<file path="src/rtl/mppt_po_sequencer.sv">
// Perturb-and-observe MPPT sequencer: one measure/compute/adjust
// cycle per SMPS frame, with tick-based settling and frame timeout.
module mppt_po_sequencer #(
  parameter int STEP      = 4,
  parameter int DUTY_MIN  = 16,
  parameter int DUTY_MAX  = 240,
  parameter int DUTY_INIT = 128,
  parameter int SETTLE    = 8,
  parameter int TIMEOUT   = 32
) (
  input  logic        clk,
  input  logic        rst,
  input  logic        en,
  input  logic        tick,
  input  logic        frame_valid,
  input  logic [7:0]  V_panel,
  input  logic [7:0]  I_panel,
  input  logic        hold,
  output logic [7:0]  duty,
  output logic        duty_valid,
  output logic        dir,
  output logic [15:0] power,
  output logic        fault,
  output logic [2:0]  state
);

  localparam logic [2:0] S_IDLE   = 3'd0;
  localparam logic [2:0] S_SETTLE = 3'd1;
  localparam logic [2:0] S_WAIT   = 3'd2;
  localparam logic [2:0] S_CALC   = 3'd3;
  localparam logic [2:0] S_UPDATE = 3'd4;
  localparam logic [2:0] S_FAULT  = 3'd5;

  localparam int CMAX = (SETTLE > TIMEOUT) ? SETTLE : TIMEOUT;
  localparam int CW   = $clog2(CMAX + 1);

  localparam logic [8:0] STEP9 = 9'(STEP);
  localparam logic [8:0] MIN9  = 9'(DUTY_MIN);
  localparam logic [8:0] MAX9  = 9'(DUTY_MAX);

  logic [CW-1:0] cnt;
  logic [7:0]    v_lat;
  logic [7:0]    i_lat;
  logic [15:0]   p_prev;
  logic          dir_n;
  logic [8:0]    duty9;
  logic [8:0]    cand;

  // Decrement floors at zero so a tiny duty never wraps past the max clamp
  always_comb begin
    dir_n = dir;
    if (power < p_prev)
      dir_n = ~dir;
    duty9 = {1'b0, duty};
    cand  = duty9 + STEP9;
    if (!dir_n)
      cand = (duty9 >= STEP9) ? (duty9 - STEP9) : 9'd0;
  end

  always_ff @(posedge clk or posedge rst) begin
    if (rst) begin
      state      <= S_IDLE;
      duty       <= 8'(DUTY_INIT);
      dir        <= 1'b1;
      power      <= 16'd0;
      p_prev     <= 16'd0;
      fault      <= 1'b0;
      duty_valid <= 1'b0;
      cnt        <= '0;
      v_lat      <= 8'd0;
      i_lat      <= 8'd0;
    end else begin
      duty_valid <= 1'b0;
      if (!en) begin
        state  <= S_IDLE;
        duty   <= 8'(DUTY_INIT);
        dir    <= 1'b1;
        p_prev <= 16'd0;
        fault  <= 1'b0;
        cnt    <= '0;
      end else begin
        case (state)
          S_IDLE: begin
            state <= S_SETTLE;
            cnt   <= '0;
          end
          S_SETTLE: begin
            if (tick) begin
              if (cnt == CW'(SETTLE - 1)) begin
                state <= S_WAIT;
                cnt   <= '0;
              end else begin
                cnt <= cnt + 1'b1;
              end
            end
          end
          S_WAIT: begin
            if (frame_valid) begin
              v_lat <= V_panel;
              i_lat <= I_panel;
              state <= S_CALC;
              cnt   <= '0;
            end else if (tick) begin
              if (cnt == CW'(TIMEOUT - 1)) begin
                state <= S_FAULT;
                fault <= 1'b1;
                duty  <= 8'(DUTY_MIN);
                cnt   <= '0;
              end else begin
                cnt <= cnt + 1'b1;
              end
            end
          end
          S_CALC: begin
            power <= 16'(v_lat) * 16'(i_lat);
            state <= S_UPDATE;
          end
          S_UPDATE: begin
            p_prev <= power;
            if (!hold) begin
              duty_valid <= 1'b1;
              if (cand > MAX9) begin
                duty <= MAX9[7:0];
                dir  <= 1'b0;
              end else if (cand < MIN9) begin
                duty <= MIN9[7:0];
                dir  <= 1'b1;
              end else begin
                duty <= cand[7:0];
                dir  <= dir_n;
              end
            end
            state <= S_SETTLE;
            cnt   <= '0;
          end
          S_FAULT: begin
            if (frame_valid) begin
              fault  <= 1'b0;
              p_prev <= 16'd0;
              v_lat  <= V_panel;
              i_lat  <= I_panel;
              state  <= S_CALC;
            end
          end
          default: begin
            state <= S_IDLE;
            cnt   <= '0;
          end
        endcase
      end
    end
  end

endmodule

</file>
<file path="config.mk">
export PLATFORM = sky130hd
export DESIGN_NAME = mppt_po_sequencer
export DESIGN_NICKNAME = d
export VERILOG_FILES = /design/src/rtl/mppt_po_sequencer.sv
export SDC_FILE = /design/constraint.sdc
export NUM_CORES = 1
export LEC_CHECK = 0
export CAP_MARGIN = 0
export CORE_ASPECT_RATIO = 0.75
export CORE_MARGIN = 2
export CORE_UTILIZATION = 25
export DETAILED_ROUTE_END_ITERATION = 12
export PLACE_DENSITY = 0.46
export REMOVE_ABC_BUFFERS = 1
export SYNTH_ARGS = -nofsm -noshare
export SYNTH_HDL_FRONTEND = slang
export SYNTH_SLANG_ARGS = --single-unit
</file>
<file path="constraint.sdc">
create_clock -name clk -period 13.15 [get_ports clk]
set_input_delay 3.2875 -clock clk [delete_from_list [all_inputs] [get_ports clk]]
set_output_delay 3.2875 -clock clk [all_outputs]
set_load 0.005 [all_outputs]
</file>
[Word level (Yosys, flattened, before mapping)]
Cells that the tools add are included.
Word-level totals
  flip-flop bits (word level): 68
  input bits: 22
  output and inout bits: 30
  logic and storage cells: 96
Operators by class
  add/subtract/negate cells: 3
  multipliers: 1
  order comparisons: 4
  equal/unequal tests: 22
  muxes and demuxes: 43
  bitwise operators: 1
  reduce and logical (&&, ||, !) cells: 12
Operator list (count)
  two-way mux 8 bit: 7
  two-way mux 6 bit: 6
  two-way mux 16 bit: 2
  one-hot mux 16 bit (2 select lines): 1
  two-way mux 3 bit: 7
  inequality test 3 bit, second input constant: 7
  two-way mux 9 bit: 2
  one-hot mux 6 bit (3 select lines): 1
  < comparator 16 bit: 1
  multiplier 8 x 8 -> 16 bit: 1
  one-hot mux 8 bit (2 select lines): 1
  one-hot mux 3 bit (5 select lines): 1
  AND reduction 5 bit: 3
  two-way mux 1 bit: 14
  adder 8 x 3 -> 9 bit, second input constant: 1
  greater-than comparator 9 x 8 -> 1 bit, second input constant: 1
  < comparator 9 x 5 -> 1 bit, second input constant: 1
  inequality test 3 x 1 -> 1 bit, second input constant: 3
  subtractor 8 x 3 -> 9 bit, second input constant: 1
  greater-or-equal comparator 8 x 3 -> 1 bit, second input constant: 1
  inequality test 4 bit, second input constant: 2
  adder 6 x 1 -> 6 bit, second input constant: 1
  == test 3 x 2 -> 1 bit, second input constant: 2
  == test 3 bit, second input constant: 2
  other kinds (11): 17

[Depth between registers and ports, before layout]
Gate-level depths: netlist of run 1.
  depth after elaboration: 9
  gate-level depth with buffers: 17
  mapped depth without buffers: 17

[Worst setup path after synthesis of run 1]
Ideal clock, no wire load.
  kind: input port to flip-flop
  start point: in frame_valid
  end point: reg state[1]
  setup time: 122 ps
  arrival time: 4716 ps
  data required time: 13028 ps
  slack: 8312 ps
  stages on the path: 7
  buffers on the path: 1
  cell sequence: clkbuf_1 > or3_1 > nor2_1 > o21ai_0 > a21boi_0 > o21ai_0 > a32o_1
On the way
  word-level cells in the longest chain between the ends: 3
  elaborated cells on any way between the ends: 7
  classes of those cells: 3 x eq/ne; 3 x mux; 1 x reduce/logical
RTL lines
  from (decl): line 15  | input logic frame_valid,
  two-way mux 3 bit: line 98  | if (frame_valid) begin
  one-hot mux 3 bit (5 select lines): line 82  | case (state)
  two-way mux 3 bit: line 74  | if (!en) begin
  to (signal assigned): line 75  | state <= S_IDLE;
  to (signal assigned): line 84  | state <= S_SETTLE;
  to (signal assigned): line 101  | state <= S_CALC;
  to (decl): line 24  | output logic [2:0] state
Parallel ways exist; a longest one is shown, timed or not.
A chain may end at the register's enable or synchronous reset.

[Final worst setup path of run 1]
  start point: in en
  end point: reg power[1]
On the way
  word-level cells in the longest chain between the ends: 1
RTL lines
  from (decl): line 13  | input logic en,
  AND reduction 2 bit (no line)
  to (signal assigned): line 115  | power <= 16'(v_lat) * 16'(i_lat);
  to (decl): line 22  | output logic [15:0] power,
Every way passes these cells.

==> results of run 1 <==
-- flip-flops by register name (all words and copies together) (netlist names) --
| name | cells |
|---|---|
| p_prev | 16 |
| duty | 8 |
| fault | 1 |
| dir | 1 |
| v_lat | 8 |
| cnt | 6 |
| power | 16 |
| duty_valid | 1 |
| state | 3 |
| i_lat | 8 |
-- area by class of cell --
class | count | share of cell area
Timing Repair Buffer | 53 | 0.0752
Tap cell | 300 | 0.0537
Inverter | 74 | 0.0398
Multi-Input combinational cell | 462 | 0.545
Clock inverter | 4 | 0.00716
Sequential cell | 68 | 0.244
Clock buffer | 12 | 0.0353
-- worst paths after layout --
path	start	to	slack, ns	cells after the start
min	p_prev[0]$_DFFE_PP0P_	p_prev[0]$_DFFE_PP0P_	0.50	1
max reg2reg	v_lat[1]$_DFFE_PP0P_	power[14]$_DFFE_PP0P_	8.62	14
max in group asynchronous	rst	v_lat[7]$_DFFE_PP0P_	9.03	3
max	en	power[1]$_DFFE_PP0P_	7.65	4
min reg2reg	p_prev[0]$_DFFE_PP0P_	p_prev[0]$_DFFE_PP0P_	0.50	1
min in group asynchronous	rst	power[5]$_DFFE_PP0P_	3.55	3
-- critical path, cell delays in order --
cell and delay (ns):
clkdlybuf4s50_1 0.80, nor2b_1 0.30, nand3_1 0.76, mux2_2 0.56
-- per-stage QoR --
| step | setup slack [ns] | utilization | instance area, um^2 | hold slack, ns |
|---|---|---|---|---|
| global placement | 7.33 | 0.289 | 6690 | 0.482 |
| floorplan | 8.15 | - | 5780 | 0.465 |
| detailed placement | 7.31 | 0.289 | 6690 | 0.487 |
| global route | 7.40 | 0.301 | 6990 | 0.517 |
| finish | 7.65 | 0.301 | 6990 | 0.500 |
| CTS | 7.66 | 0.301 | 6990 | 0.505 |
-- per-layer routing --
layer	share of wire	track usage	vias up
met5	0	0	-
met4	0.0076	0.0282	0
met3	0.036	0.0264	9
met2	0.40	0.168	66
met1	0.55	0.175	2043
li1	-	-	2236
-- synthesized netlist by cell type, types with 5 or more instances --
library cell | n | area share
nand2b_1 | 6 | 0.0063
nand3_1 | 19 | 0.016
and2_1 | 57 | 0.060
inv_1 | 74 | 0.047
a22o_1 | 16 | 0.024
nor2b_1 | 7 | 0.0074
nor3_1 | 16 | 0.013
o22ai_1 | 5 | 0.0053
o21ai_0 | 32 | 0.027
nor2_1 | 23 | 0.015
dfrtp_1 | 66 | 0.28
fa_1 | 36 | 0.12
mux2_2 | 21 | 0.040
a21oi_1 | 17 | 0.014
a21o_1 | 8 | 0.010
mux2i_1 | 8 | 0.013
ha_1 | 55 | 0.12
clkbuf_8 | 5 | 0.012
clkbuf_1 | 9 | 0.0057
nand2_1 | 54 | 0.034
xnor2_1 | 8 | 0.012
xor2_1 | 6 | 0.0088
-- cell families (layout without fill, tap and decap cells) --
group                    after synthesis  in the layout  share of synthesized area
AO/OA/AOI/OAI                        123            123                      0.144
XOR/XNOR                              14             14                     0.0206
adder cells (fa/ha/maj)               91             91                      0.237
buffers and inverters                 96            143                     0.0743
flip-flops                            68             68                      0.287
multiplexers                          30             30                     0.0556
AND/OR/NAND/NOR                      204            204                      0.181
==> results.toml, run 1 <==
[cts]
cts_tree = "yes"
holdBufCountCts = 0
worstSkewPairLatency_ns = 0.34
cts-root-buf = "clkbuf_16"
clock_sinks = 68
ctsResizeCount = 0
cts_max_level = 3
cts_max_path_buffers = 2
cts_inserted_buffers = 9
clkTransAtPathRegs_ns = 0.05
cts_setup_buffers = 0

[finish]
layout-drive-gt1-share = 0.0802
fin_nets = 781
fillerInstances = 2455
num_antenna_cells = 0
final_cell_mix = "inv_1 (73), dfrtp_1 (66), and2_1 (57)"
multi_input_area_um2 = 3810
stdcell_count = 973
seq_area_um2 = 1700
area_growth_syn_to_layout_pct = 17.6
final_common_cell = "inv_1"

[synth]
synth_area_um2 = 5940
syn_avg_cell_area_um2 = 9.49
synth_cell_types = 68
ys_ff_latch = 68
synth-async-reset-ratio = 1.00
syn_inst = 626
synth_edf_count = 0
seq_area_frac_synth = 0.287
yosysWarnings = 0
yosys_most_used_dff = "dfrtp_1"

[setup_path]
crit_fanout = 29
startpoint_type = "input port"
cp-end-kind = "register"
arrival_ns = 5.71
worstPathRequired_ns = 13.37
worstSetupPathType = "input port to register"

[timing]
final.min_clock_period_ns = 5.50
drv_slew = 0
setup_viol = 0
clock-skew-final_ns = 0.00804
relSlewSlack = 0.261
fin_setup_tns_ns = 0
fmax_ghz = 0.182
fin_crit_sh = 0.418
tightest_slew_ns = 1.11
rsz0062_at_grt = "false"
hold_viol = 0

[drt]
antenna_left = 0
drc = 0
wire_per_inst_um = 14.0
vias = 4354
drt_first_pass_iters = 4
drt_iter0_drc = 290
routed_wl_mm = 13.6
drt-vias-per-instance = 4.47

[die]
initial_core_util = 0.256
die-area_um2 = 25000
io_pins = 52
coreArea_um2 = 23200
fp.dieW_um = 182
die_y_um = 138
rows = 48

[global_route]
grt_pass1_vias = 4240
grt_antenna_before_repair = 0
grt_max_degree = 69
grt_overflow = 0
groute.usage.overall = 0.117
grt_pass1_wl_mm = 23.2

[status]
status = "finished, final reports clean"

[placement]
gp_congestion = 0.805
dp_hpwl_mm = 10.2
placed_cells = 957
port_buffers = 51

[worst_hold_path]
hp-class = "register to register"

[flow_run]
drv_cap = 0
Power of run 1 is left out: the tool's default activity adds up to more than one toggle a clock period on the data nets, which glitch-free logic cannot reach.
==> run 2: changes to the inputs <==
--- a/config.mk
+++ b/config.mk
@@ -10,7 +10,7 @@
 export CORE_MARGIN = 2
 export CORE_UTILIZATION = 25
 export DETAILED_ROUTE_END_ITERATION = 12
-export PLACE_DENSITY = 0.46
+export PLACE_DENSITY = 0.47
 export REMOVE_ABC_BUFFERS = 1
 export SYNTH_ARGS = -nofsm -noshare
 export SYNTH_HDL_FRONTEND = slang
==> constraint.sdc (replaced) <==
create_clock -name clk -period 5.02 [get_ports clk]
set_input_delay 1.255 -clock clk [delete_from_list [all_inputs] [get_ports clk]]
set_output_delay 1.255 -clock clk [all_outputs]
set_load 0.005 [all_outputs]
==> run 2 against run 1 <==
Compared with the run above: first-iteration DRC count fell by 30%; wire length decreased by 1.4%; final cell count grew 0.41%; flip-flop and latch count unchanged; via count grew 1.2%; non-clock buffer count up 4; clock skew shrank 0.0021 ns; count of clock-buffer cells in the layout decreased by 2; die area unchanged; worst setup slack worse by 7.1 ns.
==> results.toml, run 2 (synthesis gave the netlist of run 1 again) <==
[finish]
fin_nets = 785
final_cell_mix = "inv_1 (73), dfrtp_1 (66), and2_1 (57)"
stdcell_area_um2 = 7050
reg_top3 = "p_prev x16, power x16"
fillerInstances = 2441
num_antenna_cells = 0
final_common_cell = "inv_1"
layout-drive-gt1-share = 0.0886
area_growth_syn_to_layout_pct = 18.5

[placement]
dp_hpwl_mm = 10.2
gp_congestion = 0.793
placed_cell_area_um2 = 6720
port_buffers = 51

[timing]
setup_viol = 0
fmax_ghz = 0.223
clock-skew-final_ns = 0.00590
tightest_slew_ns = 0.868
fin_setup_tns_ns = 0
fin_crit_sh = 0.893
final.min_clock_period_ns = 4.48
rsz0062_at_grt = "false"
hold_viol = 0
drv_slew = 0
relSlewSlack = 0.419

[drt]
drt-vias-per-instance = 4.51
vias = 4407
drc = 0
antenna_left = 0
drt_iter0_drc = 203
wire_per_inst_um = 13.7
drt_first_pass_iters = 5
routed_wl_mm = 13.4

[setup_path]
critical_path.max_stage_delay_ns = 0.55
crit_slowest_cell = "fa_1"
path_cells = "and2_1 -> fa_1 -> fa_1 -> inv_1 -> fa_1 -> fa_1 -> inv_1 -> ha_1 -> a2111oi_0 -> nor3_1 -> a41oi_1 -> a21oi_1 -> xnor2_1 -> o21ai_0"
crit_buf_inv = 2
arrival_ns = 4.69
startpoint_type = "register"
crit_fanout = 9
cp-end-kind = "register"
critPathMostFrequentCell = "fa_1"
worstPathRequired_ns = 5.23
worstSetupPathType = "register to register"
path_delay_family = "adder cells"

[cts]
cts_inserted_buffers = 9
ctsResizeCount = 0
clock_sinks = 68
clkTransAtPathRegs_ns = 0.06
cts-root-buf = "clkbuf_16"
cts_tree = "yes"
cts_max_level = 3
worstSkewPairLatency_ns = 0.34
cts_max_path_buffers = 2
cts_setup_buffers = 0
holdBufCountCts = 0

[global_route]
grt_overflow = 0
grt_antenna_before_repair = 0
grt_pass1_vias = 4154
grt_max_degree = 49
grt_pass1_wl_mm = 22.4
groute.usage.overall = 0.113

[die]
initial_core_util = 0.256
die_y_um = 138
die-area_um2 = 25000
io_pins = 52
coreArea_um2 = 23200
fp.dieW_um = 182
rows = 48

[worst_hold_path]
hp-class = "register to register"

[status]
status = "finished, final reports clean"

[flow_run]
drv_cap = 0
## run 2: through the flow
stage	setup slack (ns)	std cells	hold slack (ns)	util
finish	0.538	977	0.502	0.304
global route	0.270	977	0.525	0.304
CTS	0.492	977	0.502	0.304
detailed placement	0.504	961	0.484	0.290
global placement	0.640	961	0.481	0.290
floorplan	0.868	604	0.465	-
## run 2: path summary, 6_finish.rpt
kind | from | end | slack, ns | depth (start not counted)
setup / recovery | v_lat[1]$_DFFE_PP0P_ | power[14]$_DFFE_PP0P_ | 0.54 | 14
hold / removal | p_prev[0]$_DFFE_PP0P_ | p_prev[0]$_DFFE_PP0P_ | 0.50 | 1
setup reg to reg | v_lat[1]$_DFFE_PP0P_ | power[14]$_DFFE_PP0P_ | 0.54 | 14
hold reg to reg | p_prev[0]$_DFFE_PP0P_ | p_prev[0]$_DFFE_PP0P_ | 0.50 | 1
max in group asynchronous | rst | v_lat[7]$_DFFE_PP0P_ | 2.76 | 3
min in group asynchronous | rst | cnt[3]$_DFFE_PP0P_ | 1.25 | 2
## run 2: worst register-to-register path, cell delays in order (launching register included)
cell       delay (ns)
dfrtp_1          0.46
and2_1           0.22
fa_1             0.46
fa_1             0.55
inv_1            0.05
fa_1             0.46
fa_1             0.54
inv_1            0.04
ha_1             0.34
a2111oi_0        0.41
nor3_1           0.15
a41oi_1          0.31
a21oi_1          0.12
xnor2_1          0.15
o21ai_0          0.08
## run 2: cell type report
class | count | area [um^2] | area share
Inverter | 74 | 278 | 0.0394
Clock buffer | 10 | 239 | 0.0339
Tap cell | 300 | 375 | 0.0533
Timing Repair Buffer | 57 | 556 | 0.0788
Clock inverter | 6 | 86.3 | 0.0123
Sequential cell | 68 | 1700 | 0.242
Multi-Input combinational cell | 462 | 3810 | 0.540
## run 2: layer usage
layer / wire length, um / track usage / vias to the layer above
li1: - / - / 2236
met1: 7340 / 0.169 / 2095
met2: 5450 / 0.161 / 70
met3: 548 / 0.0275 / 6
met4: 72 / 0.0255 / 0
met5: 0 / 0 / -
Power of run 2 is left out for the same reason.
